==> config.mk <==
export PLATFORM = sky130hd
export DESIGN_NAME = pwm_multichannel
export DESIGN_NICKNAME = d
export VERILOG_FILES = /design/src/rtl/pwm_multichannel.sv
export SDC_FILE = /design/constraint.sdc
export NUM_CORES = 1
export LEC_CHECK = 0
export ABC_CLOCK_PERIOD_IN_PS = 2100
export CAP_MARGIN = 20
export CORE_MARGIN = 4
export CORE_UTILIZATION = 45
export DETAILED_ROUTE_END_ITERATION = 16
export GPL_ROUTABILITY_DRIVEN = 0
export HOLD_SLACK_MARGIN = 0.03
export PLACE_DENSITY = 0.79
export REMOVE_ABC_BUFFERS = 1
export SYNTH_ARGS = -nofsm -noshare
export SYNTH_HDL_FRONTEND = slang
export SYNTH_SLANG_ARGS = --single-unit
==> constraint.sdc <==
create_clock -name i_clk -period 2.1 [get_ports i_clk]
set_clock_uncertainty 0.05 [all_clocks]
set_input_delay 0.63 -clock i_clk [delete_from_list [all_inputs] [get_ports i_clk]]
set_output_delay 0.63 -clock i_clk [all_outputs]
set_load 0.02 [all_outputs]
==> src/rtl/pwm_multichannel.sv <==
// Multi-channel PWM back end: one shared period counter, per-channel comparators,
// double-buffered top/compare, complementary outputs with optional dead-time.
module pwm_multichannel #(
    parameter int unsigned CHANNELS       = 2,
    parameter int unsigned WIDTH          = 9,
    parameter int unsigned DEADTIME       = 0,
    parameter int unsigned CENTER_ALIGNED = 0
) (
    input  logic                      i_clk,
    input  logic                      i_rst_n,
    input  logic [WIDTH-1:0]          i_top,
    input  logic                      i_top_valid,
    input  logic [CHANNELS*WIDTH-1:0] i_compare,
    input  logic [CHANNELS-1:0]       i_compare_valid,
    output logic [CHANNELS-1:0]       o_pwm,
    output logic [CHANNELS-1:0]       o_pwm_n,
    output logic                      o_cycle_end,
    output logic [WIDTH-1:0]          o_counter
);

    typedef enum logic {DIR_UP, DIR_DOWN} dir_t;

    dir_t                dir, dir_nxt;
    logic [WIDTH-1:0]    counter, cnt_nxt;
    logic [WIDTH-1:0]    top_active, top_shadow, top_nxt;
    logic                cycle_end, cycle_end_nxt;
    logic [CHANNELS-1:0] raw;

    // cycle_end is registered, so it is derived from the next counter/top state
    always_comb begin
        top_nxt = top_active;
        cnt_nxt = counter;
        dir_nxt = dir;
        if (cycle_end)
            top_nxt = i_top_valid ? i_top : top_shadow;
        if (CENTER_ALIGNED == 0) begin
            dir_nxt = DIR_UP;
            cnt_nxt = cycle_end ? '0 : counter + WIDTH'(1);
        end else if (cycle_end) begin
            cnt_nxt = '0;
            dir_nxt = DIR_UP;
        end else if (dir == DIR_UP) begin
            cnt_nxt = counter + WIDTH'(1);
            dir_nxt = (cnt_nxt == top_active) ? DIR_DOWN : DIR_UP;
        end else begin
            cnt_nxt = counter - WIDTH'(1);
            dir_nxt = DIR_DOWN;
        end
        if (CENTER_ALIGNED == 0)
            cycle_end_nxt = (cnt_nxt == top_nxt);
        else
            cycle_end_nxt = ((cnt_nxt == WIDTH'(1)) && (dir_nxt == DIR_DOWN)) || (top_nxt == '0);
    end

    always_ff @(posedge i_clk) begin
        if (!i_rst_n) begin
            counter    <= '0;
            dir        <= DIR_UP;
            top_active <= '1;
            top_shadow <= '1;
            cycle_end  <= 1'b0;
        end else begin
            counter    <= cnt_nxt;
            dir        <= dir_nxt;
            top_active <= top_nxt;
            cycle_end  <= cycle_end_nxt;
            if (i_top_valid)
                top_shadow <= i_top;
        end
    end

    assign o_counter   = counter;
    assign o_cycle_end = cycle_end;

    for (genvar k = 0; k < CHANNELS; k++) begin : g_ch
        logic [WIDTH-1:0] wr_val, cmp_active, cmp_shadow;
        logic             pwm_q, pwm_n_q;

        assign wr_val = i_compare[k*WIDTH +: WIDTH];

        always_ff @(posedge i_clk) begin
            if (!i_rst_n) begin
                cmp_active <= '0;
                cmp_shadow <= '0;
            end else begin
                if (i_compare_valid[k])
                    cmp_shadow <= wr_val;
                if (cycle_end)
                    cmp_active <= i_compare_valid[k] ? wr_val : cmp_shadow;
            end
        end

        assign raw[k]     = (counter < cmp_active);
        assign o_pwm[k]   = pwm_q;
        assign o_pwm_n[k] = pwm_n_q;

        if (DEADTIME == 0) begin : g_nodt
            always_ff @(posedge i_clk) begin
                if (!i_rst_n) begin
                    pwm_q   <= 1'b0;
                    pwm_n_q <= 1'b0;
                end else begin
                    pwm_q   <= raw[k];
                    pwm_n_q <= ~raw[k];
                end
            end
        end else begin : g_dt
            localparam int unsigned DT_W = (DEADTIME < 2) ? 1 : $clog2(DEADTIME);
            logic [DT_W-1:0] dt_cnt;
            logic            raw_q;

            // Loading DEADTIME-1 on the change cycle gives a raw->assert latency of 1+DEADTIME
            always_ff @(posedge i_clk) begin
                if (!i_rst_n) begin
                    dt_cnt  <= '0;
                    raw_q   <= 1'b0;
                    pwm_q   <= 1'b0;
                    pwm_n_q <= 1'b0;
                end else if (raw[k] != raw_q) begin
                    raw_q   <= raw[k];
                    dt_cnt  <= DT_W'(DEADTIME - 1);
                    pwm_q   <= 1'b0;
                    pwm_n_q <= 1'b0;
                end else if (dt_cnt != '0) begin
                    dt_cnt  <= dt_cnt - DT_W'(1);
                    pwm_q   <= 1'b0;
                    pwm_n_q <= 1'b0;
                end else begin
                    pwm_q   <= raw_q;
                    pwm_n_q <= ~raw_q;
                end
            end
        end
    end

endmodule

==> run summary, run 1 <==
The count of input and output buffers is 45. The overall die width is 90.92 um. The final hold violation count is 0. The number of distinct library cells after synthesis is 44. The finished cells cover about 3900 um2. The synthesis-stage register bit count is 68.

The layout overhead on the synthesized area is 25.27%. The sum of overflow across all layers after global routing came out at 0. The kind of cell with the highest combined delay along the critical path is buffers and inverters. The share of flip-flops with an asynchronous set or reset came out at 0%. The worst setup path is launched from a flip-flop. The post-route clock period utilization is 94.81%.

The final standard cell count with taps included and fillers excluded is between 400 and 500. The ratio of total power to cell area came out at 704.4 nW/um2. The clock tree synthesis step divided the H-tree into 3 levels. For this run, the leading register cell type out of synthesis is dfxtp_1.

Setup repair after global routing left no endpoint under its margin. The I/O pin count is 46. After detailed routing, the total wire length is 6317 um. The cell count after synthesis is 332. The delay contributed by the slowest stage of the critical path came out at 620 ps. In this run the cell area of the synthesized design comes to 3094 um2.

The final-report setup violation count came out at 0. The later pin in the worst-skew pair is clocked with a latency of between 300 and 400 ps. The number of nets at the end of the flow came out at 429. The starting utilization of the core area is 47.64%. The global-route usage over all layers came out at 15.97%. The detailed router placed 2412 vias in this run. By area the synthesized netlist is led by dfxtp_1 44%, mux2i_1 8.7%, ha_1 6.9%. The average wire per cell in the routed design is 13.67 um. The flow ran to the end, and the final reports show no timing, DRC or antenna violations. The cell area reported after detailed placement is approximately 3700 um2.

The final number of max-transition violations is 0. The average size of a mapped cell is roughly 9.3 um2. The setup slack of the worst register-to-register path is 120 ps. The leakage power came out at 1.704 nW.

The number of antenna diodes in the final layout is 0. The first global-routing pass estimated 10760 um of wire. The total area inside the core boundary comes to roughly 6500 um2.

Derived from the worst setup path, the maximum achievable clock frequency is 502.3 MHz. The half-perimeter wire length of the detailed placement result came out at between 4000 and 5000 um. The time the worst path needs with I/O delays and setup is 1991 ps. The relative slew slack is between 70 and 80%. The first-pass iteration count of the detailed router came out at 4.

The sequential fraction of the synthesis area is between 40 and 50%. The count of unresolved DRC violations after routing came out at 0. At the worst endpoint, the arrival time is 1310 ps. The floorplan has 29 rows.

The count of flip-flops with a built-in enable after synthesis is 0. The worst setup path category is flip-flop to primary output. The top cell type by total area after synthesis is dfxtp_1.

Of the cells placed in the final design, the portion with a size suffix greater than 1 is approximately 8.6%. The via-per-instance ratio came out at 5.221. The cell count after placement came out at 446. The count of maximum capacitance violations is 0. The clock tree buffer depth is 2. In this run the worst path has a maximum fanout of 2.

The maximum VDD drop came out at 0.3076 mV. The largest net degree at the start of global routing is 38. The slowest stage of the critical path belongs to the cell clkdlybuf4s50_1. The count of routing violations after the opening detailed-route iteration came out at 92. The initial antenna violation count came to 0.

Counting the buffers created by CTS gives 9. Together, buffers and inverters on the worst path number 1. The final design utilization is 59.68%.

TritonCTS built the clock tree. The area of the die came out at 8266 um2. The sink count of the clock tree is 68. The slew at the pin closest to its max-slew limit came out at 329.5 ps. STA classifies the critical path endpoint as a primary output.

The number of global-route vias before repair is 2408. For this run, the number of Yosys warnings is 0. Post-CTS timing repair inserted 0 buffers for setup. The tree is rooted in a clkbuf_8. In this run the worst hold path is classified as flip-flop to flip-flop. Measured along the y axis, the die boundary spans between 90 and 100 um. Walking the worst path, the cells encountered are clkdlybuf4s50_1. The critical path required time came out at 1420 ps. The top cell type's share of synthesized area is 44.00%. The clock transition at the registers of the reported paths is 70 ps. The detail route stage leaves a number of antenna-violating nets equal to 0.
routing by layer:
| metal | vias to the layer above | GRT usage (%) | wire, um |
|---|---|---|---|
| li1 | 1223 | - | - |
| met1 | 1121 | 19.48 | 2941 |
| met2 | 55 | 25.69 | 2968 |
| met3 | 13 | 3.500 | 245 |
| met4 | 0 | 9.673 | 162 |
| met5 | - | 0 | 0 |
cell usage after synthesis, drive strengths merged, types with 2 or more instances:
cell,count
o211a,18
nor2b,18
nor3b,2
nor2,17
buf,5
nand3,4
dfxtp,68
nor3,5
a21oi,5
a21o,4
nand2b,3
xor2,7
xnor2,7
and4,2
clkbuf,17
o21ai,15
ha,17
mux2i,27
inv,17
nand2,54
cell usage in the layout, fill, tap and decap left out, types with 2 or more instances in the layout:
master,netlist,routed
nand3_1,4,4
nor3b_1,2,2
clkbuf_8,0,11
nor2_1,17,17
buf_4,4,11
nor3_1,5,5
o21ai_0,14,14
ha_1,17,17
dlygate4sd2_1,0,6
buf_12,0,3
nand2_1,54,54
o211a_1,18,18
clkdlybuf4s50_1,0,38
nand2b_1,3,3
inv_1,17,17
clkinv_2,0,2
xor2_1,7,7
xnor2_1,7,7
a21o_1,4,4
a21oi_1,4,4
mux2i_1,27,27
nor2b_1,18,18
dfxtp_1,68,67
where the power goes:
group / switching [W] / internal [W] / total [W] / leakage, nW
registers: 0.0000231 / 0.00133 / 0.00136 / 0.556
logic: 0.000126 / 0.000157 / 0.000283 / 1.05
clock network: 0.000481 / 0.000610 / 0.00109 / 0.102
kinds of logic (layout without fill, tap and decap cells):
logic type / count (synthesis) / count (layout) / synth area share (%)
AND/OR/NAND/NOR: 114 / 114 / 17.51
flip-flops: 68 / 68 / 44.00
AO/OA/AOI/OAI: 52 / 52 / 12.94
buffers and inverters: 39 / 92 / 5.257
multiplexers: 27 / 27 / 8.734
adder cells (fa/ha/maj): 17 / 17 / 6.874
XOR/XNOR: 15 / 15 / 4.691
state kept, by name, summed over array words and instances, names as in the netlist:
name             cells
g_ch.cmp_shadow     18
g_ch.cmp_active     18
top_shadow           9
o_counter            9
top_active           9
g_ch.pwm_q           2
g_ch.pwm_n_q         2
o_cycle_end          1
cell type report:
type                       instances  area (um2)
fill                             523        2619
multi-input combinational        225        1570
sequential                        68        1363
timing repair buffer              59       580.6
clock buffer                      12       155.1
tap                               77       96.34
inverter                          17       63.81
clock inverter                     4       47.55
worst paths after layout:
kind / depth (start not counted) / start / endpoint
min: 2 / top_shadow[7] / top_shadow[7]
max: 1 / o_counter[8] / o_counter[8]
max reg2reg: 6 / o_counter[2] / o_cycle_end
min reg2reg: 2 / top_shadow[7] / top_shadow[7]
timing repair:
action                                  in CTS  in global routing
gates resized for setup                      6                  0
hold buffers                                 0                  0
endpoints found under the setup margin       6                  0
endpoints found under the hold margin        0                  0
worst register-to-register path, cell delays in order, from the launching register on:
cell and delay, ps:
dfxtp_1 520, and4_4 290, nand4_1 140, xor2_1 320
a31oi_1 140, nor3_1 220, o2111a_1 240
through the flow:
step	TNS (ps)	hold slack, ps	worst slack [ps]	total power, W
floorplan	-72.38	386.8	-72.38	0.001509
global placement	-37.41	404.7	-37.41	0.001668
detailed placement	-139.2	404.4	-121.8	0.001674
CTS	0	422.1	81.18	0.002764
global route	0	447.4	17.58	0.002841
finish	0	422.1	109.0	0.002730
Note: power is estimated with default switching activity, not from simulation.
==> inputs of run 2 (changes only) <==
--- a/config.mk
+++ b/config.mk
@@ -14,6 +14,8 @@
 export HOLD_SLACK_MARGIN = 0.03
 export PLACE_DENSITY = 0.79
 export REMOVE_ABC_BUFFERS = 1
+export SKIP_LAST_GASP = 1
 export SYNTH_ARGS = -nofsm -noshare
 export SYNTH_HDL_FRONTEND = slang
 export SYNTH_SLANG_ARGS = --single-unit
+export TNS_END_PERCENT = 20
==> run 2 against run 1 <==
Effect of this change: the flow now finishes with violations (setup timing); register-to-register slack barely moved; critical path depth did not move; global-route usage did not move; cell area rose by 0.23%; flip-flop and latch count did not move; sequential share of layout area fell by 0.079 points; non-clock buffer count did not move; total power rose by 0.13%.
==> run summary, run 2 (synthesis gave the netlist of run 1 again) <==
Setup repair after global routing could not meet its margin everywhere. The delay contributed by the slowest stage of the critical path came out at 680 ps (+60 ps). The count of inserted antenna diode cells came out at 0 (unchanged). The number of cells traversed by the worst register-to-register path is 6 (unchanged). The count of unresolved DRC violations after routing came out at 0 (unchanged).

The first-pass GRT wire length came to 10760 um (unchanged). The setup path with the least slack is of type flip-flop to primary output. The TritonCTS clock tree is built. The layout cell share with drive strength beyond 1 is 8.571% (unchanged). The data arrival at the endpoint of the critical path is 1500 ps (+190 ps).

The clock transition at the registers of the reported paths came out at 70 ps (about the same). The count of H-tree levels built during CTS came out at 3 (unchanged). The cell count after placement is 446 (unchanged). The leakage power came out at 1.702 nW (-0.11%).

The number of buffers created by CTS came out at 9 (unchanged). STA classifies the critical path endpoint as a primary output. The half-perimeter wire length of the detailed placement result came out at 4530 um (unchanged). The source of the worst hold timing path is top_shadow[7]. The slowest stage of the critical path is the clkdlybuf4s50_1 cell. The placeable core region came out at 6495 um2 (unchanged). The ratio of total power to cell area is 703.7 nW/um2 (about the same).

The overall die width came out at 90.92 um (unchanged). The number of nets at the end of the flow came to 429 (unchanged). The relative slew slack is 77.46% (-0.50 points).

The worst path setup slack after routing is -80.79 ps (-189.8 ps). The final hold violation count is 0 (unchanged). The highest achievable clock rate came to 458.6 MHz (-8.7%). The largest net degree at the start of global routing is 38 (unchanged). The worst hold path terminates at top_shadow[7]. The root buffer cell chosen for the clock tree is clkbuf_8. The y dimension of the die is 90.92 um (unchanged). The count of maximum capacitance violations came out at 0 (unchanged).

The largest registers in the layout are g_ch.cmp_active (18), g_ch.cmp_shadow (18). The worst min-delay path class is flip-flop to flip-flop. The average wire per cell in the routed design is 13.67 um (about the same).

The top cell types in the final layout, fill and taps aside, are 67 x dfxtp_1, 54 x nand2_1, 42 x clkdlybuf4s50_1, 27 x mux2i_1. The final reports fail on setup timing. The number of global-route vias before repair was 2408 (unchanged). The maximum VDD drop was 0.3086 mV (+0.35%). The initial antenna violation count is 0 (unchanged). The count of routing violations after the opening detailed-route iteration came out at 110 (+20%). The signal on the critical path passes through clkdlybuf4s50_1. The worst register-to-register path begins at o_counter[2]. The insertion delay of the later-clocked pin in the worst-skew pair came out at 340 ps (about the same). Grouping stages by cell kind, the critical path spends the most delay in buffers and inverters. The sum of buffers and inverters on the critical path came out at 1 (unchanged). The starting utilization of the core area was 47.64% (unchanged).

The sink count of the clock tree is 68 (unchanged). The worst setup path is launched from a flip-flop. The sum of overflow across all layers after global routing is 0 (unchanged). The first-pass iteration count of the detailed router came out at 4 (unchanged). The filler cell count in the final layout was 519 (-0.76%).

The final-report setup violation count is 4 (+4). The final standard cell count with taps included and fillers excluded came to 462 (unchanged). The via-per-instance ratio came out at 5.216 (about the same). The total vias in the final route came out at 2410 (-0.083%). The library cell used most frequently in the layout, excluding fill and tap cells, is dfxtp_1. The final number of max-transition violations is 0 (unchanged). The area of the die came to 8266 um2 (unchanged). The critical path required time is 1420 ps (about the same). The number of logic stages on the critical path including buffering came out at 1 (unchanged). The time the worst path needs with I/O delays and setup came out at 2181 ps (+189.8 ps). The post-route clock period utilization came to 103.8% (+9.0 points). The count of input and output buffers is 45 (unchanged).

The flow ran to the end, but the final reports show violations. The slew at the pin closest to its max-slew limit was 336.9 ps (+7.423 ps). The post-detailed-routing wire length came out at 6315 um (about the same). The hold buffer count at CTS is 0 (unchanged). The global-route usage over all layers came out at 15.97% (unchanged). The remaining number of nets flagged by the antenna check after routing came out at 0 (unchanged). The I/O pin count is 46 (unchanged). The final design utilization is 59.82% (+0.13 points).

The cell row count is 29 (unchanged). The clock tree buffer depth is 2 (unchanged). Relative to the synthesized area, the layout overhead comes to 25.56%. In this run the critical register-to-register path is captured at o_cycle_end. The depth of the worst hold-timing path came out at 2 (unchanged). The setup slack of the worst register-to-register path came to 120 ps (about the same). The largest driver fanout on the critical path is 7 (+5).
==> run 2: changes by cell type in the layout (fill, tap and decap cells not counted) <==
cell / before / now
dlymetal6s2s_1: 0 / 1
clkdlybuf4s50_1: 38 / 42
dlygate4sd2_1: 6 / 1
==> run 2: worst max path at each step <==
stage                       from            to  slack (ps)
finish              o_counter[3]  o_counter[3]         -80
global route        o_counter[3]  o_counter[3]        -140
CTS                 o_counter[5]  o_counter[5]        -120
detailed placement   i_top_valid   o_cycle_end        -120
global placement     i_top_valid   o_cycle_end         -40
floorplan            o_cycle_end   o_cycle_end         -70
==> run 2: per-stage QoR <==
stage	setup WS [ps]	area [um2]	power (W)	hold WS [ps]	setup TNS, ps
after global routing	-142.7	3885	0.002844	447.4	-522.8
after detailed placement	-121.8	3681	0.001674	404.4	-139.2
final	-80.79	3885	0.002734	425.5	-252.9
after floorplan	-72.38	2995	0.001509	386.8	-72.38
after CTS	-115.5	3882	0.002767	422.1	-494.7
after global placement	-37.41	3681	0.001668	404.7	-37.41
==> run 2: report_power, final <==
group	internal, W	switching (W)	total (W)
clock network	0.000610	0.000482	0.00109
logic	0.000160	0.000126	0.000286
registers	0.00133	0.0000232	0.00136
==> run 2: cell type report <==
| class | instances | area [um2] | share of cell area (%) |
|---|---|---|---|
| Inverter | 17 | 63.81 | 1.643 |
| Sequential cell | 68 | 1363 | 35.07 |
| Clock buffer | 12 | 155.1 | 3.994 |
| Clock inverter | 4 | 47.55 | 1.224 |
| Timing Repair Buffer | 59 | 589.3 | 15.17 |
| Multi-Input combinational cell | 225 | 1570 | 40.42 |
| Tap cell | 77 | 96.34 | 2.480 |
==> run 2: timing repair <==
item,CTS,global route
buffers inserted,0,0
setup endpoints to repair,6,5
resized for setup,1,1
cloned,0,0
==> run 2: routing by layer <==
metal / track usage (%) / vias up / routed length [um] / share of wire (%)
li1: - / 1222 / - / -
met1: 19.48 / 1114 / 2891 / 46
met2: 25.69 / 57 / 2972 / 47
met3: 3.500 / 17 / 269 / 4.3
met4: 9.673 / 0 / 181 / 2.9
met5: 0 / - / 0 / 0
==> inputs of run 3 (changes only) <==
--- a/config.mk
+++ b/config.mk
@@ -14,6 +14,7 @@
 export HOLD_SLACK_MARGIN = 0.03
 export PLACE_DENSITY = 0.79
 export REMOVE_ABC_BUFFERS = 1
+export SKIP_CTS_REPAIR_TIMING = 1
 export SKIP_LAST_GASP = 1
 export SYNTH_ARGS = -nofsm -noshare
 export SYNTH_HDL_FRONTEND = slang
==> run 3 against run 2 <==
Effect of this change: the flow still finishes with violations (setup timing); critical path type unchanged; cell count unchanged; flip-flop and latch count unchanged; non-clock buffer count unchanged; critical path depth unchanged; hold slack about the same; register-to-register slack about the same; combinational power about the same; setup slack got worse by 5.2 ps; first-iteration DRC count decreased by 16%; sequential share of layout area about the same; wire length increased by 0.19%.
==> run summary, run 3 (synthesis gave the netlist of run 1 again) <==
The filler cell count in the final layout came out at 519 (unchanged). The final hold slack is 425.2 ps (-0.2600 ps). The final design utilization came out at 59.83% (about the same). The largest registers in the layout are g_ch.cmp_active (18), g_ch.cmp_shadow (18). The total non-filler cell area in the finished layout came out at 3886 um2 (about the same).

The area of the die is 8266 um2 (unchanged). The library cell used most frequently in the layout, excluding fill and tap cells, is dfxtp_1. The register cell area after layout came out at 1363 um2 (unchanged).

The cell row count came out at 29 (unchanged). The overall die width came out at 90.92 um (unchanged). The largest net degree at the start of global routing is 38 (unchanged). The half-perimeter wire length of the detailed placement result is 4530 um (unchanged). The worst setup path is launched from a flip-flop. The placeable core region came out at 6495 um2 (unchanged). The maximum VDD drop is 0.3070 mV (-0.53%). The checks that failed: setup timing. The relative slew slack is 77.36% (-0.10 points).

The leakage power is 1.696 nW (-0.33%). The count of input and output buffers is 45 (unchanged). The delay contributed by the slowest stage of the critical path was 680 ps (about the same). The largest driver fanout on the critical path is 6 (-1). The via-per-instance ratio is 5.210 (-0.12%). The post-detailed-routing wire length came to 6327 um (+0.19%).

The slew at the pin closest to its max-slew limit came to 338.4 ps (+1.493 ps). The aggregate negative setup slack came out at -338.2 ps (-85.33 ps). The layout overhead on the synthesized area is 25.60% (about the same).

The cell type of the slowest stage on the worst timing path is clkdlybuf4s50_1. In the layout the commonest cells are 67 x dfxtp_1, 54 x nand2_1, 43 x clkdlybuf4s50_1, 27 x mux2i_1. The global-route usage over all layers is 15.97% (unchanged). The data arrival at the endpoint of the critical path came out at 1510 ps (about the same).

The layout cell share with drive strength beyond 1 is 8.571% (unchanged). The starting utilization of the core area is 47.64% (unchanged). The number of nets at the end of the flow came out at 429 (unchanged). The path class of the tightest hold or removal check is flip-flop to flip-flop. The worst path setup slack after routing came out at -85.95 ps (-5.159 ps). The time the worst path needs with I/O delays and setup is 2186 ps (+5.159 ps). The final hold violation count came out at 0 (unchanged).

The sink count of the clock tree came out at 68 (unchanged). The count of inserted antenna diode cells is 0 (unchanged). The count of routing violations after the opening detailed-route iteration is 92 (-16%). The clock transition at the registers of the reported paths is 70 ps (about the same).

The first-pass iteration count of the detailed router came out at 4 (unchanged). The ratio of total power to cell area is 703.4 nW/um2 (about the same). Walking the worst path, the cells encountered are clkdlybuf4s50_1.

The insertion delay of the later-clocked pin in the worst-skew pair came out at 340 ps (about the same). The multi-input logic area is 1570 um2 (unchanged). The y dimension of the die came out at 90.92 um (unchanged).

The worst setup path is captured at a primary output. CTS placed an instance of clkbuf_8 at the clock tree root. The count of H-tree levels built during CTS came to 3 (unchanged). The final-report setup violation count came out at 5 (+1). The total vias in the final route came out at 2407 (-0.12%). The first-pass GRT wire length came out at 10760 um (unchanged). The remaining number of nets flagged by the antenna check after routing is 0 (unchanged).

The number of buffers created by CTS was 9 (unchanged). The critical path required time is 1420 ps (about the same). The count of maximum capacitance violations is 0 (unchanged). TritonCTS built the clock tree. The run finished, with violations left. The worst setup path category is flip-flop to primary output. The count of unresolved DRC violations after routing came out at 0 (unchanged). The post-route clock period utilization was 104.1% (+0.25 points). The average wire per cell in the routed design came out at 13.69 um (+0.19%). Among cell families on the critical path, the largest total delay comes from buffers and inverters. The initial antenna violation count came out at 0 (unchanged).

The placement-stage worst setup slack is -121.8 ps (unchanged). The final number of max-transition violations came out at 0 (unchanged). Setup repair after global routing could not meet its margin everywhere. The sum of overflow across all layers after global routing is 0 (unchanged).

The highest achievable clock rate came out at 457.5 MHz (-0.24%). The clock tree buffer depth came to 2 (unchanged). The sum of buffers and inverters on the critical path came out at 1 (unchanged). The I/O pin count is 46 (unchanged). The cell area reported after detailed placement is 3681 um2 (unchanged). The number of global-route vias before repair is 2408 (unchanged).
[run 3: cell types whose count changed in the layout (fill, tap and decap cells not counted)]
cell,before,now
clkdlybuf4s50_1,42,43
dlygate4sd2_1,1,0
[run 3: final timing paths]
path	cells after the start	endpoint	slack, ps	startpoint
min	2	top_shadow[7]	430	top_shadow[7]
min reg2reg	2	top_shadow[7]	430	top_shadow[7]
max reg2reg	6	o_cycle_end	120	o_counter[2]
max	1	o_counter[5]	-90	o_counter[5]
[run 3: cell type report]
| type | instances | share of cell area (%) |
|---|---|---|
| Multi-Input combinational cell | 225 | 40.41 |
| Clock inverter | 4 | 1.223 |
| Tap cell | 77 | 2.479 |
| Timing Repair Buffer | 59 | 15.20 |
| Sequential cell | 68 | 35.06 |
| Inverter | 17 | 1.642 |
| Clock buffer | 12 | 3.992 |
[run 3: per-layer routing]
metal  wire length (um)  vias to the layer above  GRT usage [%]
li1                   -                     1222              -
met4                173                        0          9.673
met3                277                       17          3.500
met5                  0                        -              0
met1               2895                     1112          19.48
met2               2980                       56          25.69
[run 3: report_power, final]
group / leakage (nW) / switching [W] / internal (W)
clock: 0.102 / 0.000481 / 0.000610
sequential: 0.556 / 0.0000231 / 0.00133
combinational: 1.04 / 0.000126 / 0.000160
[run 3: worst min-delay path: stages, from the launching register on]
cell and delay [ps]:
dfxtp_1 310, mux2i_1 70, nand2_1 70
[run 3: stage by stage]
stage                     cells  power (W)
after floorplan             310   0.001509
after global placement      446   0.001668
after detailed placement    446   0.001674
after CTS                   462   0.002768
after global routing        462   0.002844
final                       462   0.002733
